**config.mk**
```make
export PLATFORM = sky130hd
export DESIGN_NAME = final_permutation_serializer_flat
export DESIGN_NICKNAME = d
export VERILOG_FILES = /design/src/rtl/final_permutation_serializer_if.sv /design/src/rtl/final_permutation_serializer.sv /design/src/flat_wrapper.sv
export SDC_FILE = /design/constraint.sdc
export NUM_CORES = 1
export LEC_CHECK = 0
export BUFFER_PORTS_ARGS = -buffer_cell sky130_fd_sc_hd__buf_2
export CAP_MARGIN = 20
export CORE_MARGIN = 3
export CORE_UTILIZATION = 55
export CTS_CLUSTER_SIZE = 8
export DETAILED_ROUTE_END_ITERATION = 8
export GPL_TIMING_DRIVEN = 0
export PLACE_DENSITY = 0.76
export SETUP_SLACK_MARGIN = 0.05
export SYNTH_ARGS = -nofsm -noshare
export SYNTH_HDL_FRONTEND = slang
export SYNTH_SLANG_ARGS = --single-unit
```
**constraint.sdc**
```tcl
create_clock -name clk -period 6.7 [get_ports clk]
set_input_delay 1.34 -clock clk [delete_from_list [all_inputs] [get_ports clk]]
set_output_delay 1.34 -clock clk [all_outputs]
set_load 0.02 [all_outputs]
```
**src/rtl/final_permutation_serializer_if.sv**
```systemverilog
// Block-in / byte-out handshake bundle for the DES final-permutation serializer.
// The master modport drives the block and the byte acceptance; the slave modport is the serializer itself.
interface final_permutation_serializer_if;
   logic [31:0] left_half;
   logic [31:0] right_half;
   logic        in_valid;
   logic        in_ready;
   logic [7:0]  byte_out;
   logic        byte_valid;
   logic        byte_ready;
   logic        byte_last;
   logic [15:0] blocks_done;

   modport master (
      output left_half, right_half, in_valid, byte_ready,
      input  in_ready, byte_out, byte_valid, byte_last, blocks_done
   );

   modport slave (
      input  left_half, right_half, in_valid, byte_ready,
      output in_ready, byte_out, byte_valid, byte_last, blocks_done
   );
endinterface

```
**src/rtl/final_permutation_serializer.sv**
```systemverilog
// Applies the DES final permutation (IP^-1) to the round-16 halves, queues the result in a 2-deep FIFO
// and streams it out MSB byte first with a valid/ready handshake and a completed-block counter.
module final_permutation_serializer #(
   parameter bit SWAP_HALVES = 1'b1
) (
   input  logic clk,
   input  logic rst,
   final_permutation_serializer_if.slave bus
);
   typedef enum logic {IDLE, SHIFT} state_t;

   state_t      state, state_nxt;
   logic [63:0] fifo_mem [2];
   logic        wr_ptr, rd_ptr;
   logic [1:0]  count;
   logic [63:0] shift_q;
   logic [2:0]  idx;
   logic [15:0] done_q;
   logic        push, pop, fire, fire_last;
   logic [63:0] pre, perm;

   // FIPS numbering: bit n of a 64-bit word is vector index 64-n. Row r, column c of the
   // FP table is 40+4c (even c) or 4+4c (odd c), minus r.
   function automatic logic [63:0] fp(input logic [63:0] p);
      logic [63:0] o;
      int r, c, src;
      o = '0;
      for (int k = 1; k <= 64; k++) begin
         r   = (k - 1) / 8;
         c   = (k - 1) % 8;
         src = (((c % 2) == 0) ? (40 + 4 * c) : (4 + 4 * c)) - r;
         o[64-k] = p[64-src];
      end
      return o;
   endfunction

   assign pre  = SWAP_HALVES ? {bus.right_half, bus.left_half} : {bus.left_half, bus.right_half};
   assign perm = fp(pre);

   assign bus.in_ready    = (count < 2'd2) && !rst;
   assign bus.byte_valid  = (state == SHIFT);
   assign bus.byte_out    = (state == SHIFT) ? shift_q[63:56] : 8'h00;
   assign bus.byte_last   = (state == SHIFT) && (idx == 3'd7);
   assign bus.blocks_done = done_q;

   assign push      = bus.in_valid && bus.in_ready;
   assign fire      = bus.byte_valid && bus.byte_ready;
   assign fire_last = fire && (idx == 3'd7);

   always_ff @(posedge clk or posedge rst) begin
      if (rst) state <= IDLE;
      else     state <= state_nxt;
   end

   // The last-byte handshake pops the next entry in the same cycle so blocks run back to back.
   always_comb begin
      state_nxt = state;
      pop       = 1'b0;
      case (state)
         IDLE: begin
            if (count != 2'd0) begin
               pop       = 1'b1;
               state_nxt = SHIFT;
            end
         end
         SHIFT: begin
            if (fire_last) begin
               if (count != 2'd0) pop = 1'b1;
               else               state_nxt = IDLE;
            end
         end
         default: state_nxt = IDLE;
      endcase
   end

   always_ff @(posedge clk or posedge rst) begin
      if (rst) begin
         wr_ptr  <= 1'b0;
         rd_ptr  <= 1'b0;
         count   <= 2'd0;
         shift_q <= 64'd0;
         idx     <= 3'd0;
         done_q  <= 16'd0;
      end else begin
         if (push) wr_ptr <= ~wr_ptr;
         if (pop)  rd_ptr <= ~rd_ptr;
         case ({push, pop})
            2'b10:   count <= count + 2'd1;
            2'b01:   count <= count - 2'd1;
            default: count <= count;
         endcase
         if (pop) begin
            shift_q <= fifo_mem[rd_ptr];
            idx     <= 3'd0;
         end else if (fire) begin
            shift_q <= {shift_q[55:0], 8'h00};
            idx     <= idx + 3'd1;
         end
         if (fire_last) done_q <= done_q + 16'd1;
      end
   end

   // Storage needs no reset: an entry is only read while count says it is live.
   always_ff @(posedge clk) begin
      if (push) fifo_mem[wr_ptr] <= perm;
   end
endmodule

```
**src/flat_wrapper.sv**
```systemverilog
// flat-port wrapper written by rule: the top's interface ports become plain ports
module final_permutation_serializer_flat 
#(
   parameter bit SWAP_HALVES = 1'b1
)
  (clk, rst, bus_left_half, bus_right_half, bus_in_valid, bus_byte_ready, bus_in_ready, bus_byte_out, bus_byte_valid, bus_byte_last, bus_blocks_done);
  final_permutation_serializer_if bus_i ();
  input  logic clk;
  input  logic rst;
  input wire logic [$bits(bus_i.left_half)-1:0] bus_left_half;
  input wire logic [$bits(bus_i.right_half)-1:0] bus_right_half;
  input wire logic [$bits(bus_i.in_valid)-1:0] bus_in_valid;
  input wire logic [$bits(bus_i.byte_ready)-1:0] bus_byte_ready;
  output wire logic [$bits(bus_i.in_ready)-1:0] bus_in_ready;
  output wire logic [$bits(bus_i.byte_out)-1:0] bus_byte_out;
  output wire logic [$bits(bus_i.byte_valid)-1:0] bus_byte_valid;
  output wire logic [$bits(bus_i.byte_last)-1:0] bus_byte_last;
  output wire logic [$bits(bus_i.blocks_done)-1:0] bus_blocks_done;
  assign bus_i.left_half = bus_left_half;
  assign bus_i.right_half = bus_right_half;
  assign bus_i.in_valid = bus_in_valid;
  assign bus_i.byte_ready = bus_byte_ready;
  assign bus_in_ready = bus_i.in_ready;
  assign bus_byte_out = bus_i.byte_out;
  assign bus_byte_valid = bus_i.byte_valid;
  assign bus_byte_last = bus_i.byte_last;
  assign bus_blocks_done = bus_i.blocks_done;
  final_permutation_serializer #(.SWAP_HALVES(SWAP_HALVES)) u_core (.clk(clk), .rst(rst), .bus(bus_i));
endmodule
```
==> tab_implementation.tex, run 1 <==
\begin{tabular}{lr}
\hline
Metric & Value \\
\hline
\multicolumn{2}{l}{\textbf{Cells and area}} \\
\quad Cell Count, Final, Fillers Out & 976 \\
\quad Commonest non-fill, non-tap cell in the layout & sky130\_fd\_sc\_hd\_\_edfxtp\_1 \\
\quad Antenna diodes & 0 \\
\quad Share of layout cells above drive strength 1 & 18.3\% \\
\quad Layout overhead on the synthesized area & 19.3\% \\
\quad Post-layout nets & 844 \\
\quad Leading cell types in the layout, fill and taps excluded & sky130\_fd\_sc\_hd\_\_edfxtp\_1, sky130\_fd\_sc\_hd\_\_nand2\_1, sky130\_fd\_sc\_hd\_\_buf\_2 \\
\multicolumn{2}{l}{\textbf{CTS}} \\
\quad Number of buffers created by CTS & 30 \\
\quad CTS Root Cell & sky130\_fd\_sc\_hd\_\_clkbuf\_16 \\
\quad TritonCTS clock tree & done \\
\quad Clock slew at the register clock pins of the worst setup and hold paths & 50 ps \\
\quad CTS sink cnt & 216 \\
\quad Maximum buffer depth of the clock tree & 3 \\
\quad Number of buffers inserted by post-CTS setup repair & 0 \\
\quad H-Tree Depth & 1 \\
\quad Hold buffer count at cts & 0 \\
\quad Count of instances resized after the clock tree is built & 0 \\
\quad Clock latency at the later pin of the worst-skew pair & 530 ps \\
\multicolumn{2}{l}{\textbf{STA}} \\
\quad Fmax & 0.317 GHz \\
\quad Final Hold Vio Count & 0 \\
\quad RSZ-0062 raised after global routing & false \\
\quad Setup-failing EPs final & 0 \\
\quad Pin slew with the least headroom to its limit & 917 ps \\
\quad Worst-case hold slack & 473 ps \\
\quad Final-report max-slew violation count & 0 \\
\quad Clock skew after layout & 9.91 ps \\
\quad Slew HR & 38.9\% \\
\quad Shortest period the worst path allows & 3150 ps \\
\quad Post-route clock period utilization & 47.1\% \\
\quad Post-route setup TNS & 0 ps \\
\multicolumn{2}{l}{\textbf{Synthesis}} \\
\quad Synthesized flop and latch total & 216 \\
\quad Avg Synthesized Cell Area & 13.2 um2 \\
\quad Post-synth design cell area & 8470 um2 \\
\quad Syn. warnings & 0 \\
\quad Number of instances in the synthesized netlist & 643 \\
\quad Total nets after synthesis & 715 \\
\quad Synth cell types & 31 \\
\quad Post-synthesis sequential area ratio & 71.4\% \\
\multicolumn{2}{l}{\textbf{Critical path}} \\
\quad Beginning of the worst register-to-register path & u\_core.idx[0] \\
\quad Required time at the worst-slack endpoint & 5360 ps \\
\quad Data arrival time of the critical path & 1810 ps \\
\quad Max FO, Critical Path & 3 \\
\quad Cell with the biggest individual delay on the critical path & sky130\_fd\_sc\_hd\_\_buf\_2 \\
\quad Cell count of the worst reg-to-reg path & 11 \\
\quad Most numerous cell on the critical path & sky130\_fd\_sc\_hd\_\_buf\_2 \\
\quad Critical Path Start & rst \\
\quad Reg-to-reg slack, setup & 4160 ps \\
\quad Crit. End Element & output port \\
\quad Reg-to-reg endpoint & u\_core.count[1] \\
\quad Maximum single-stage delay on the critical path & 200 ps \\
\quad Critical Setup Path Class & input port to output port \\
\quad Sequence of cells on the critical path & buf\_2, nor2\_1, buf\_2 \\
\quad Setup crit start kind & input port \\
\multicolumn{2}{l}{\textbf{GRT}} \\
\quad Aggregate global routing overflow & 0 \\
\quad Largest net degree at the start of global routing & 76 \\
\quad First-pass GRT wire length & 28000 um \\
\quad Initial antenna violation count & 0 \\
\quad Via count of the first global-routing pass & 5665 \\
\quad Total Routing Usage GR & 20.9\% \\
\multicolumn{2}{l}{\textbf{Status}} \\
\quad Run status & complete, no violations \\
\multicolumn{2}{l}{\textbf{Worst hold path}} \\
\quad Min-delay worst type & flop to flop \\
\quad Terminating pin of the worst hold path & u\_core.bus.blocks\_done[15] \\
\quad Cell depth of the worst min-delay path & 1 \\
\quad Hold path startpoint & u\_core.bus.blocks\_done[15] \\
\multicolumn{2}{l}{\textbf{Drt}} \\
\quad Drt pass-1 iters & 5 \\
\quad Initial DRC Count & 412 \\
\quad Final ANT Viol Nets & 0 \\
\quad Post-route DRC violation count & 0 \\
\quad Detail-routed net length per standard cell & 17.9 um \\
\quad Routed vias & 5603 \\
\quad Routed vias/inst & 5.74 \\
\quad Wire length after detailed routing & 17500 um \\
\multicolumn{2}{l}{\textbf{Die}} \\
\quad Floorplan row count & 44 \\
\quad Die span in y & 130 um \\
\quad Initial standard-cell utilization of the core & 57.2\% \\
\quad Ports & 95 \\
\quad Overall die width & 130 um \\
\quad Die outline area & 16900 um2 \\
\quad Floorplan core area & 14800 um2 \\
\multicolumn{2}{l}{\textbf{Placement}} \\
\quad Routability cong. & 0.873 \\
\quad Total instance count after detailed placement & 924 \\
\quad Detailed placer's ending HPWL & 11700 um \\
\quad Number of port buffers & 94 \\
\multicolumn{2}{l}{\textbf{Flow run}} \\
\quad Max-capacitance violation count & 0 \\
\multicolumn{2}{l}{\textbf{Power}} \\
\quad Maximum ir drop on the vdd rail & 289 uV \\
\quad Design Power & 3890 uW \\
\quad Power per Cell Area & 385 nW/um2 \\
\quad Total leakage power & 0.00391 uW \\
\hline
\end{tabular}
==> how the worst max path moves through the flow <==
stage                     cells after the start                     end  slack [ps]
after floorplan                               3   u_core.fifo_mem[0][0]        1650
final                                         3            bus_in_ready        3550
after global placement                        4  u_core.fifo_mem[0][36]         430
after global routing                          3            bus_in_ready        3490
after CTS                                     3            bus_in_ready        3540
after detailed placement                     10         u_core.count[1]        3480
==> where the power goes <==
part           internal (uW)  switching (uW)
clock network            827             515
logic                    272             466
registers               1680             133
total                   2780            1110
==> final cells by class <==
class | count | area [um2]
well taps | 184 | 230
fillers | 1035 | 4710
flip-flops and latches | 216 | 6050
inverters | 4 | 17.5
clock buffers | 51 | 830
repair buffers | 97 | 546
clock inverters | 1 | 16.3
plain buffers | 43 | 191
multi-input cells | 380 | 2230
==> flip-flops by register name (all words and copies together), names as in the netlist <==
register                cells
u_core.fifo_mem           128
u_core.shift_q             64
u_core.bus.blocks_done     16
u_core.idx                  3
u_core.count                2
u_core.bus.byte_valid       1
u_core.rd_ptr               1
u_core.wr_ptr               1
==> cell usage after synthesis (all sizes together) <==
| cell | instances | area [um2] |
|---|---|---|
| nand2b | 1 | 6.26 |
| or2 | 1 | 6.26 |
| and3 | 2 | 12.5 |
| nor4 | 2 | 18.8 |
| nand4 | 4 | 25.0 |
| buf | 16 | 90.1 |
| ha | 4 | 50.1 |
| a21oi | 2 | 10.0 |
| edfxtp | 128 | 3840 |
| xor2 | 6 | 52.6 |
| mux2 | 1 | 11.3 |
| clkbuf | 27 | 101 |
| xnor2 | 15 | 131 |
| nor2 | 7 | 26.3 |
| nand2 | 121 | 454 |
| a211oi | 56 | 420 |
| dfrtp | 88 | 2200 |
| a21boi | 1 | 7.51 |
| mux2i | 8 | 80.1 |
| nor2b | 56 | 350 |
| nand3 | 18 | 95.1 |
| a31oi | 56 | 350 |
| nor3 | 2 | 10.0 |
| inv | 4 | 15.0 |
| and2 | 9 | 56.3 |
| o21ai | 8 | 40.0 |
==> cells by family (layout without fill, tap and decap cells) <==
logic type | count (synthesis) | in the layout | synth area share [%]
AO/OA/AOI/OAI | 123 | 123 | 9.78
XOR/XNOR | 21 | 21 | 2.17
adder cells (fa/ha/maj) | 4 | 4 | 0.591
buffers and inverters | 47 | 196 | 2.44
flip-flops | 216 | 216 | 71.4
multiplexers | 9 | 9 | 1.08
AND/OR/NAND/NOR | 223 | 223 | 12.5
==> metrics by stage <==
stage / setup slack (ps) / area (um2) / utilization [%]
2_1_floorplan: 1650 / 8470 / -
3_3_place_gp: 434 / 9170 / 61.9
3_5_place_dp: 3480 / 9260 / 62.5
4_1_cts: 3540 / 10100 / 68.2
5_1_grt: 3490 / 10100 / 68.2
6_report: 3550 / 10100 / 68.2
==> layer usage <==
layer | wire length (um) | GRT usage (%) | vias to the layer above
met5 | 0 | 0 | -
met4 | 485 | 7.03 | 0
met3 | 1140 | 4.09 | 42
met2 | 8400 | 33.9 | 249
met1 | 7450 | 28.8 | 2710
li1 | - | - | 2602
==> critical path, delay by kind of cell <==
family | cells | cell delay [ps]
buffers and inverters | 2 | 320
and+or+nand+nor | 1 | 150
Power figures use the tool's default switching activity.
==> inputs of run 2 (changes only) <==
Settings changed: ABC_AREA set to 1, PLACE_DENSITY 0.76 to 0.75.
Clock period 6.7 ns to 3.2 ns, I/O delays scaled along.
==> run 2 against run 1 <==
  * Clock skew rose by 4.2 ps
  * Design area rose by 5.1%
  * Utilization rose by 0.13 points
  * Sequential power rose by 110%
  * Worst setup slack got worse by 2600 ps
  * Critical path type is now flop to output port
  * Largest cell class unchanged
  * Flip-flop and latch count did not move
  * Highest routed layer unchanged
  * Die area rose by 4.9%
  * Clock-buffer cell count rose by 3
  * Critical path depth rose by 2
==> tab_implementation.tex, run 2 <==
\begin{tabular}{lr}
\hline
Metric & Value \\
\hline
\multicolumn{2}{l}{\textbf{Die}} \\
\quad Overall die width & 133 um (was 130 um) \\
\quad Floorplan row count & 45 (was 44) \\
\quad Initial standard-cell utilization of the core & 57.3\% (was 57.2\%) \\
\quad Floorplan core area & 15500 um2 (was 14800 um2) \\
\quad Die span in y & 133 um (was 130 um) \\
\quad Ports & 95 (unchanged) \\
\quad Die outline area & 17800 um2 (was 16900 um2) \\
\multicolumn{2}{l}{\textbf{Synthesis}} \\
\quad Top post-synthesis cells by area & sky130\_fd\_sc\_hd\_\_edfxtp\_1, sky130\_fd\_sc\_hd\_\_dfrtp\_1, sky130\_fd\_sc\_hd\_\_nand2\_1, sky130\_fd\_sc\_hd\_\_nand3\_1, sky130\_fd\_sc\_hd\_\_nand3\_2 (was sky130\_fd\_sc\_hd\_\_edfxtp\_1, sky130\_fd\_sc\_hd\_\_dfrtp\_1, sky130\_fd\_sc\_hd\_\_nand2\_1, sky130\_fd\_sc\_hd\_\_a211oi\_1, sky130\_fd\_sc\_hd\_\_a31oi\_1) \\
\quad Cell with the most instances after synthesis & sky130\_fd\_sc\_hd\_\_nand2\_1 (was sky130\_fd\_sc\_hd\_\_edfxtp\_1) \\
\quad Total nets after synthesis & 885 (was 715) \\
\quad Number of instances in the synthesized netlist & 813 (was 643) \\
\quad Share of the synthesized area in the top cell type & 43.2\% (was 45.4\%) \\
\quad Library cell occupying the most area in the post-synthesis netlist & sky130\_fd\_sc\_hd\_\_edfxtp\_1 (unchanged) \\
\quad Number of flops mapped to enable cells by yosys & 128 (unchanged) \\
\quad Ranking of synthesized cells by instance count & sky130\_fd\_sc\_hd\_\_nand2\_1, sky130\_fd\_sc\_hd\_\_edfxtp\_1, sky130\_fd\_sc\_hd\_\_nand3\_1, sky130\_fd\_sc\_hd\_\_dfrtp\_1, sky130\_fd\_sc\_hd\_\_inv\_1 (was sky130\_fd\_sc\_hd\_\_edfxtp\_1, sky130\_fd\_sc\_hd\_\_nand2\_1, sky130\_fd\_sc\_hd\_\_dfrtp\_1) \\
\quad Post-synth design cell area & 8910 um2 (was 8470 um2) \\
\quad Primary flip-flop cell chosen by synthesis mapping & sky130\_fd\_sc\_hd\_\_edfxtp\_1 (unchanged) \\
\quad Fraction of registers with async set/reset & 40.7\% (unchanged) \\
\quad Avg Synthesized Cell Area & 11.0 um2 (was 13.2 um2) \\
\quad Post-synthesis sequential area ratio & 67.9\% (was 71.4\%) \\
\quad Synthesized flop and latch total & 216 (unchanged) \\
\quad Synth cell types & 30 (was 31) \\
\quad Syn. warnings & 0 (unchanged) \\
\multicolumn{2}{l}{\textbf{CTS}} \\
\quad Hold buffer count at cts & 0 (unchanged) \\
\quad CTS sink cnt & 216 (unchanged) \\
\quad Clock latency at the later pin of the worst-skew pair & 530 ps (about the same) \\
\quad TritonCTS clock tree & done (unchanged) \\
\quad Count of instances resized after the clock tree is built & 0 (unchanged) \\
\quad Number of buffers inserted by post-CTS setup repair & 0 (unchanged) \\
\quad Number of buffers created by CTS & 30 (unchanged) \\
\quad Clock slew at the register clock pins of the worst setup and hold paths & 50 ps (about the same) \\
\quad Maximum buffer depth of the clock tree & 3 (unchanged) \\
\quad H-Tree Depth & 1 (unchanged) \\
\quad CTS Root Cell & sky130\_fd\_sc\_hd\_\_clkbuf\_16 (unchanged) \\
\multicolumn{2}{l}{\textbf{Cells and area}} \\
\quad Fill cell count & 1165 (was 1035) \\
\quad Largest register by flop count & u\_core.fifo\_mem (unchanged) \\
\quad Leading cell types in the layout, fill and taps excluded & sky130\_fd\_sc\_hd\_\_nand2\_1, sky130\_fd\_sc\_hd\_\_edfxtp\_1, sky130\_fd\_sc\_hd\_\_buf\_2 (was sky130\_fd\_sc\_hd\_\_edfxtp\_1, sky130\_fd\_sc\_hd\_\_nand2\_1, sky130\_fd\_sc\_hd\_\_buf\_2) \\
\quad Share of layout cells above drive strength 1 & 19.9\% (was 18.3\%) \\
\quad Storage element area & 6050 um2 (unchanged) \\
\quad Commonest non-fill, non-tap cell in the layout & sky130\_fd\_sc\_hd\_\_nand2\_1 (was sky130\_fd\_sc\_hd\_\_edfxtp\_1) \\
\quad Layout overhead on the synthesized area & 19.3\% (about the same) \\
\quad Flip-flop count of the largest register, all copies and words added & 128 (unchanged) \\
\quad Post-layout nets & 1016 (was 844) \\
\quad Area used by multi-input combinational logic & 2480 um2 (was 2230 um2) \\
\quad Final core utilization & 68.4\% (was 68.2\%) \\
\multicolumn{2}{l}{\textbf{Critical path}} \\
\quad Required time at the worst-slack endpoint & 2560 ps (was 5360 ps) \\
\quad Reg-to-reg slack, setup & 930 ps (was 4160 ps) \\
\quad Setup crit start kind & flop (was input port) \\
\quad Critical Path Start & u\_core.idx[0] (was rst) \\
\quad Beginning of the worst register-to-register path & u\_core.idx[0] (unchanged) \\
\quad Max FO, Critical Path & 3 (unchanged) \\
\quad Crit. End Element & output port (unchanged) \\
\quad Critical Setup Path Class & flop to output port (was input port to output port) \\
\quad Data arrival time of the critical path & 1630 ps (was 1810 ps) \\
\multicolumn{2}{l}{\textbf{Status}} \\
\quad Run status & complete, no violations (unchanged) \\
\multicolumn{2}{l}{\textbf{Worst hold path}} \\
\quad Min-delay worst type & input port to asynchronous set/reset pin (was flop to flop) \\
\multicolumn{2}{l}{\textbf{STA}} \\
\quad Slew HR & 57.8\% (was 38.9\%) \\
\quad Pin slew with the least headroom to its limit & 633 ps (was 917 ps) \\
\quad Post-route clock period utilization & 71.0\% \\
\quad Final Hold Vio Count & 0 (unchanged) \\
\quad Post-route setup TNS & 0 ps (unchanged) \\
\quad Final-report max-slew violation count & 0 (unchanged) \\
\quad Fmax & 0.440 GHz \\
\quad Shortest period the worst path allows & 2270 ps \\
\quad Setup-failing EPs final & 0 (unchanged) \\
\quad Worst-case hold slack & 206 ps (was 473 ps) \\
\quad RSZ-0062 raised after global routing & false (unchanged) \\
\quad Clock skew after layout & 14.1 ps (was 9.91 ps) \\
\multicolumn{2}{l}{\textbf{GRT}} \\
\quad Initial antenna violation count & 1 (was 0) \\
\quad Aggregate global routing overflow & 0 (unchanged) \\
\quad Largest net degree at the start of global routing & 51 (was 76) \\
\quad First-pass GRT wire length & 29300 um (was 28000 um) \\
\quad Total Routing Usage GR & 20.5\% (was 20.9\%) \\
\quad Via count of the first global-routing pass & 5882 (was 5665) \\
\multicolumn{2}{l}{\textbf{Power}} \\
\quad Part of the power in the clock network & 34.1\% (was 34.5\%) \\
\quad Int Power & 5870 uW (was 2780 uW) \\
\quad Maximum ir drop on the vdd rail & 501 uV (was 289 uV) \\
\quad Switching part of the total power & 30.0\% (was 28.6\%) \\
\quad Net switching power figure & 2520 uW (was 1110 uW) \\
\quad Power per Cell Area & 790 nW/um2 (was 385 nW/um2) \\
\quad Total leakage power & 0.00482 uW (was 0.00391 uW) \\
\quad Sequential group share of total power & 44.7\% (was 46.6\%) \\
\quad Part of the power in combinational logic & 21.2\% (was 19.0\%) \\
\multicolumn{2}{l}{\textbf{Drt}} \\
\quad Initial DRC Count & 414 (was 412) \\
\quad Routed vias/inst & 5.14 (was 5.74) \\
\quad Drt pass-1 iters & 6 (was 5) \\
\quad Detail-routed net length per standard cell & 15.3 um (was 17.9 um) \\
\quad Routed vias & 6058 (was 5603) \\
\quad Wire length after detailed routing & 18000 um (was 17500 um) \\
\quad Post-route DRC violation count & 0 (unchanged) \\
\quad Final ANT Viol Nets & 0 (unchanged) \\
\multicolumn{2}{l}{\textbf{Flow run}} \\
\quad Max-capacitance violation count & 0 (unchanged) \\
\multicolumn{2}{l}{\textbf{Placement}} \\
\quad Routability cong. & 0.803 (was 0.873) \\
\quad Detailed placer's ending HPWL & 11800 um (was 11700 um) \\
\quad Number of port buffers & 94 (unchanged) \\
\hline
\end{tabular}
[run 2: changes by cell type in the layout (fill, tap and decap cells not counted), moves of 24 or more]
| cell | previous run | this run |
|---|---|---|
| sky130_fd_sc_hd__a211oi_1 | 56 | 0 |
| sky130_fd_sc_hd__a31oi_1 | 56 | 0 |
| sky130_fd_sc_hd__inv_1 | 3 | 27 |
| sky130_fd_sc_hd__nand2_1 | 121 | 337 |
| sky130_fd_sc_hd__nand3_1 | 17 | 97 |
| sky130_fd_sc_hd__nor2b_1 | 56 | 0 |
[run 2: logic make-up after synthesis]
logic type,share of synthesized area (%)
DFF,67.9
AOI/OAI and AO/OA,1.35
xor gates and xnor gates,1.57
and+or+nand+nor,24.2
buffers and inverters,4.45
adders and majority gates,0.562
[run 2: area by class of cell]
type,count,area share (%)
antenna,1,0.0236
buffer,40,2.60
clock buffer,54,8.12
inverter,30,1.15
multi-input combinational,527,23.3
sequential,216,56.9
tap,211,2.49
timing repair buffer,99,5.37
[run 2: path summary, 6_finish.rpt]
check                                        endpoint  cells after the start
min in group clk               u_core.fifo_mem[1][48]                      1
setup reg to reg                      u_core.count[1]                     11
hold / removal             u_core.bus.blocks_done[13]                      2
setup / recovery                        bus_byte_last                      5
hold reg to reg            u_core.bus.blocks_done[15]                      2
max in group asynchronous          u_core.shift_q[19]                      3
[run 2: power groups by stage]
stage / combinational (uW) / sequential [uW] / clock [uW]
finish: 1780 / 3750 / 2860
global placement: 1690 / 3790 / 0
global route: 2010 / 3800 / 3050
CTS: 1800 / 3750 / 2910
floorplan: 1230 / 3740 / 0
detailed placement: 1780 / 3790 / 0
[run 2: per-stage QoR]
step                setup slack (ps)  cell area (um2)  power, uW  cells
finish                           928            10600       8390   1178
global route                     786            10600       8850   1178
CTS                              905            10600       8450   1177
detailed placement               930             9760       5570   1123
global placement                -924             9650       5480   1118
floorplan                      -99.4             8910       4970    813
[run 2: critical path, stage by stage (launching register included)]
cell,delay (ps)
sky130_fd_sc_hd__dfrtp_1,390
sky130_fd_sc_hd__ha_1,210
sky130_fd_sc_hd__ha_1,240
sky130_fd_sc_hd__nand2_1,90
sky130_fd_sc_hd__inv_1,30
sky130_fd_sc_hd__buf_2,140
[run 2: routing by layer]
metal	GRT usage, %	routed length, um	share of wire [%]
met1	28.1	7880	44
met4	5.94	499	2.8
met3	3.81	861	4.8
met2	34.1	8810	49
met5	0	0	0
==> inputs of run 3 (changes only) <==
Settings changed: CORE_UTILIZATION 55 to 53, PLACE_DENSITY 0.75 to 0.76.
Clock period 3.2 ns to 1.9 ns, I/O delays scaled along.
==> run 3 against run 2 <==
  * Clock-buffer cell count increased by 1
  * Design area rose by 2.0%
  * Combinational power rose by 80%
  * First-iteration DRC count rose by 31%
  * Largest power group unchanged
  * Clock power up 68%
  * Global-route usage is 0.18 points lower
  * Via count up 0.83%
  * Critical path depth stayed put
  * Utilization down 1.4 points
  * Wire length up 3.8%
  * Total power is 71% higher
==> tab_implementation.tex, run 3 (synthesis gave the netlist of run 2 again) <==
\begin{tabular}{lr}
\hline
Metric & Value \\
\hline
\multicolumn{2}{l}{\textbf{Cells and area}} \\
\quad Fill cell count & 1215 (was 1165) \\
\quad Share of layout cells above drive strength 1 & 21.6\% (was 19.9\%) \\
\quad Layout overhead on the synthesized area & 21.6\% (was 19.3\%) \\
\quad Leading cell types in the layout, fill and taps excluded & sky130\_fd\_sc\_hd\_\_nand2\_1, sky130\_fd\_sc\_hd\_\_edfxtp\_1, sky130\_fd\_sc\_hd\_\_buf\_2 (unchanged) \\
\quad Flip-flop count of the largest register, all copies and words added & 128 (unchanged) \\
\quad Largest register by flop count & u\_core.fifo\_mem (unchanged) \\
\quad Post-layout nets & 1027 (was 1016) \\
\quad Commonest non-fill, non-tap cell in the layout & sky130\_fd\_sc\_hd\_\_nand2\_1 (unchanged) \\
\quad Final core utilization & 67.0\% (was 68.4\%) \\
\multicolumn{2}{l}{\textbf{Critical path}} \\
\quad Maximum single-stage delay on the critical path & 380 ps (was 390 ps) \\
\quad Setup crit start kind & flop (unchanged) \\
\quad Cell count of the worst reg-to-reg path & 11 (unchanged) \\
\quad Required time at the worst-slack endpoint & 1520 ps (was 2560 ps) \\
\quad Dominant delay contributor by cell family on the critical path & flip-flops (was adder cells) \\
\quad Sequence of cells on the critical path & ha\_2, ha\_4, nand2\_4, inv\_2, buf\_6 (was ha\_1, ha\_1, nand2\_1, inv\_1, buf\_2) \\
\quad Stages on worst setup path & 5 (unchanged) \\
\quad Data arrival time of the critical path & 1510 ps (was 1630 ps) \\
\quad Crit. End Element & output port (unchanged) \\
\quad Cell with the biggest individual delay on the critical path & sky130\_fd\_sc\_hd\_\_dfrtp\_1 (unchanged) \\
\quad Critical Setup Path Class & flop to output port (unchanged) \\
\quad Critical path buffers and inverters & 2 (unchanged) \\
\quad Max FO, Critical Path & 3 (unchanged) \\
\multicolumn{2}{l}{\textbf{Drt}} \\
\quad Highest metal layer with signal wires & met4 (unchanged) \\
\quad Wire length after detailed routing & 18700 um (was 18000 um) \\
\quad Met3 wire len & 1040 um (was 861 um) \\
\quad Drt pass-1 iters & 6 (unchanged) \\
\quad Routed vias/inst & 5.11 (was 5.14) \\
\quad Post-route DRC violation count & 0 (unchanged) \\
\quad Final ANT Viol Nets & 0 (unchanged) \\
\quad Detail-routed net length per standard cell & 15.7 um (was 15.3 um) \\
\quad Routed vias & 6108 (was 6058) \\
\quad Routed met1 length & 7990 um (was 7880 um) \\
\quad Metal2 WL & 9310 um (was 8810 um) \\
\quad Initial DRC Count & 541 (was 414) \\
\multicolumn{2}{l}{\textbf{CTS}} \\
\quad Number of buffers created by CTS & 30 (unchanged) \\
\quad H-Tree Depth & 1 (unchanged) \\
\quad Clock slew at the register clock pins of the worst setup and hold paths & 50 ps (about the same) \\
\quad TritonCTS clock tree & done (unchanged) \\
\quad CTS sink cnt & 216 (unchanged) \\
\quad Clock latency at the later pin of the worst-skew pair & 540 ps (was 530 ps) \\
\quad CTS Root Cell & sky130\_fd\_sc\_hd\_\_clkbuf\_16 (unchanged) \\
\quad Maximum buffer depth of the clock tree & 3 (unchanged) \\
\multicolumn{2}{l}{\textbf{STA}} \\
\quad Shortest period the worst path allows & 1890 ps \\
\quad Slew HR & 63.0\% (was 57.8\%) \\
\quad Final-report max-slew violation count & 0 (unchanged) \\
\quad Clock skew after layout & 7.92 ps (was 14.1 ps) \\
\quad Pin slew with the least headroom to its limit & 556 ps (was 633 ps) \\
\quad Post-route clock period utilization & 99.4\% \\
\quad Final Hold Vio Count & 0 (unchanged) \\
\quad Setup-failing EPs final & 0 (unchanged) \\
\quad RSZ-0062 raised after global routing & true (was false) \\
\quad Fmax & 0.530 GHz \\
\multicolumn{2}{l}{\textbf{Power}} \\
\quad Net switching power figure & 4370 uW (was 2520 uW) \\
\quad Int Power & 9960 uW (was 5870 uW) \\
\quad Switching part of the total power & 30.5\% (was 30.0\%) \\
\quad Part of the power in combinational logic & 22.3\% (was 21.2\%) \\
\quad Total leakage power & 0.00489 uW (was 0.00482 uW) \\
\quad Design Power & 14300 uW (was 8390 uW) \\
\quad Maximum ir drop on the vdd rail & 944 uV (was 501 uV) \\
\quad Sequential group share of total power & 44.1\% (was 44.7\%) \\
\quad Part of the power in the clock network & 33.5\% (was 34.1\%) \\
\quad Power per Cell Area & 1320 nW/um2 (was 790 nW/um2) \\
\multicolumn{2}{l}{\textbf{Status}} \\
\quad Run status & complete, no violations (unchanged) \\
\multicolumn{2}{l}{\textbf{GRT}} \\
\quad Initial antenna violation count & 1 (unchanged) \\
\quad First-pass GRT wire length & 29600 um (was 29300 um) \\
\quad Aggregate global routing overflow & 0 (unchanged) \\
\quad Via count of the first global-routing pass & 5956 (was 5882) \\
\quad Largest net degree at the start of global routing & 39 (was 51) \\
\quad Total Routing Usage GR & 20.4\% (was 20.5\%) \\
\multicolumn{2}{l}{\textbf{Flow run}} \\
\quad Max-capacitance violation count & 0 (unchanged) \\
\multicolumn{2}{l}{\textbf{Die}} \\
\quad Initial standard-cell utilization of the core & 55.1\% (was 57.3\%) \\
\quad Ports & 95 (unchanged) \\
\quad Overall die width & 136 um (was 133 um) \\
\quad Floorplan core area & 16200 um2 (was 15500 um2) \\
\quad Floorplan row count & 46 (was 45) \\
\quad Die span in y & 136 um (was 133 um) \\
\quad Die outline area & 18400 um2 (was 17800 um2) \\
\multicolumn{2}{l}{\textbf{Worst hold path}} \\
\quad Min-delay worst type & input port to flop (was input port to asynchronous set/reset pin) \\
\quad Cell depth of the worst min-delay path & 1 \\
\multicolumn{2}{l}{\textbf{Placement}} \\
\quad Number of port buffers & 94 (unchanged) \\
\quad Detailed placer's ending HPWL & 12200 um (was 11800 um) \\
\quad Routability cong. & 0.804 (was 0.803) \\
\hline
\end{tabular}
## run 3: power groups by stage
stage          Sequential [uW]  Combinational (uW)  Clock (uW)
4_1_cts                   6310                3160        4880
6_report                  6320                3200        4800
2_1_floorplan             6300                2100           0
3_3_place_gp              6360                2890           0
5_1_grt                   6390                3610        5130
3_5_place_dp              6380                3050           0
## run 3: path summary, 6_finish.rpt
check / startpoint / to / slack [ps]
max: u_core.idx[0] / bus_byte_last / 10
max reg2reg: u_core.idx[0] / u_core.count[1] / 30
max in group asynchronous: rst / u_core.shift_q[31] / 650
min: bus_left_half[9] / u_core.fifo_mem[0][51] / 30
min in group asynchronous: rst / u_core.wr_ptr / 460
min reg2reg: u_core.shift_q[6] / u_core.shift_q[6] / 480
## run 3: metrics by stage
step / cells / setup slack, ps / hold WS (ps) / instance area (um2) / setup TNS (ps)
finish: 1196 / 11.7 / 30.7 / 10800 / 0
global route: 1196 / -39.9 / 13.9 / 10800 / -63.6
CTS: 1189 / 6.09 / 13.4 / 10800 / 0
detailed placement: 1129 / -224 / 434 / 9820 / -234
global placement: 1123 / -765 / 464 / 9690 / -110120
floorplan: 813 / -191 / 452 / 8950 / -23140
## run 3: layout make-up
class | count | area (um2) | share of cell area, %
Tap cell | 216 | 270 | 2.50
Clock inverter | 1 | 16.3 | 0.150
Inverter | 30 | 134 | 1.24
Timing Repair Buffer | 110 | 682 | 6.30
Multi-Input combinational cell | 527 | 2540 | 23.5
Antenna cell | 1 | 2.50 | 0.0231
Sequential cell | 216 | 6050 | 55.8
Buffer | 40 | 292 | 2.69
Clock buffer | 55 | 845 | 7.80
## run 3: per-layer routing
metal  vias up  global-route usage, %
met2       189                   34.4
met5         -                      0
met4         0                   6.27
met1      2897                   27.5
li1       2992                      -
met3        30                   3.01
## run 3: what timing repair did
item	in CTS	in global routing
pin swaps	2	5
hold buffers	1	0
endpoints found under the hold margin	17	0
cloned	0	0
setup endpoints to repair	4	29
gates resized for setup	10	8
buffers inserted	3	6
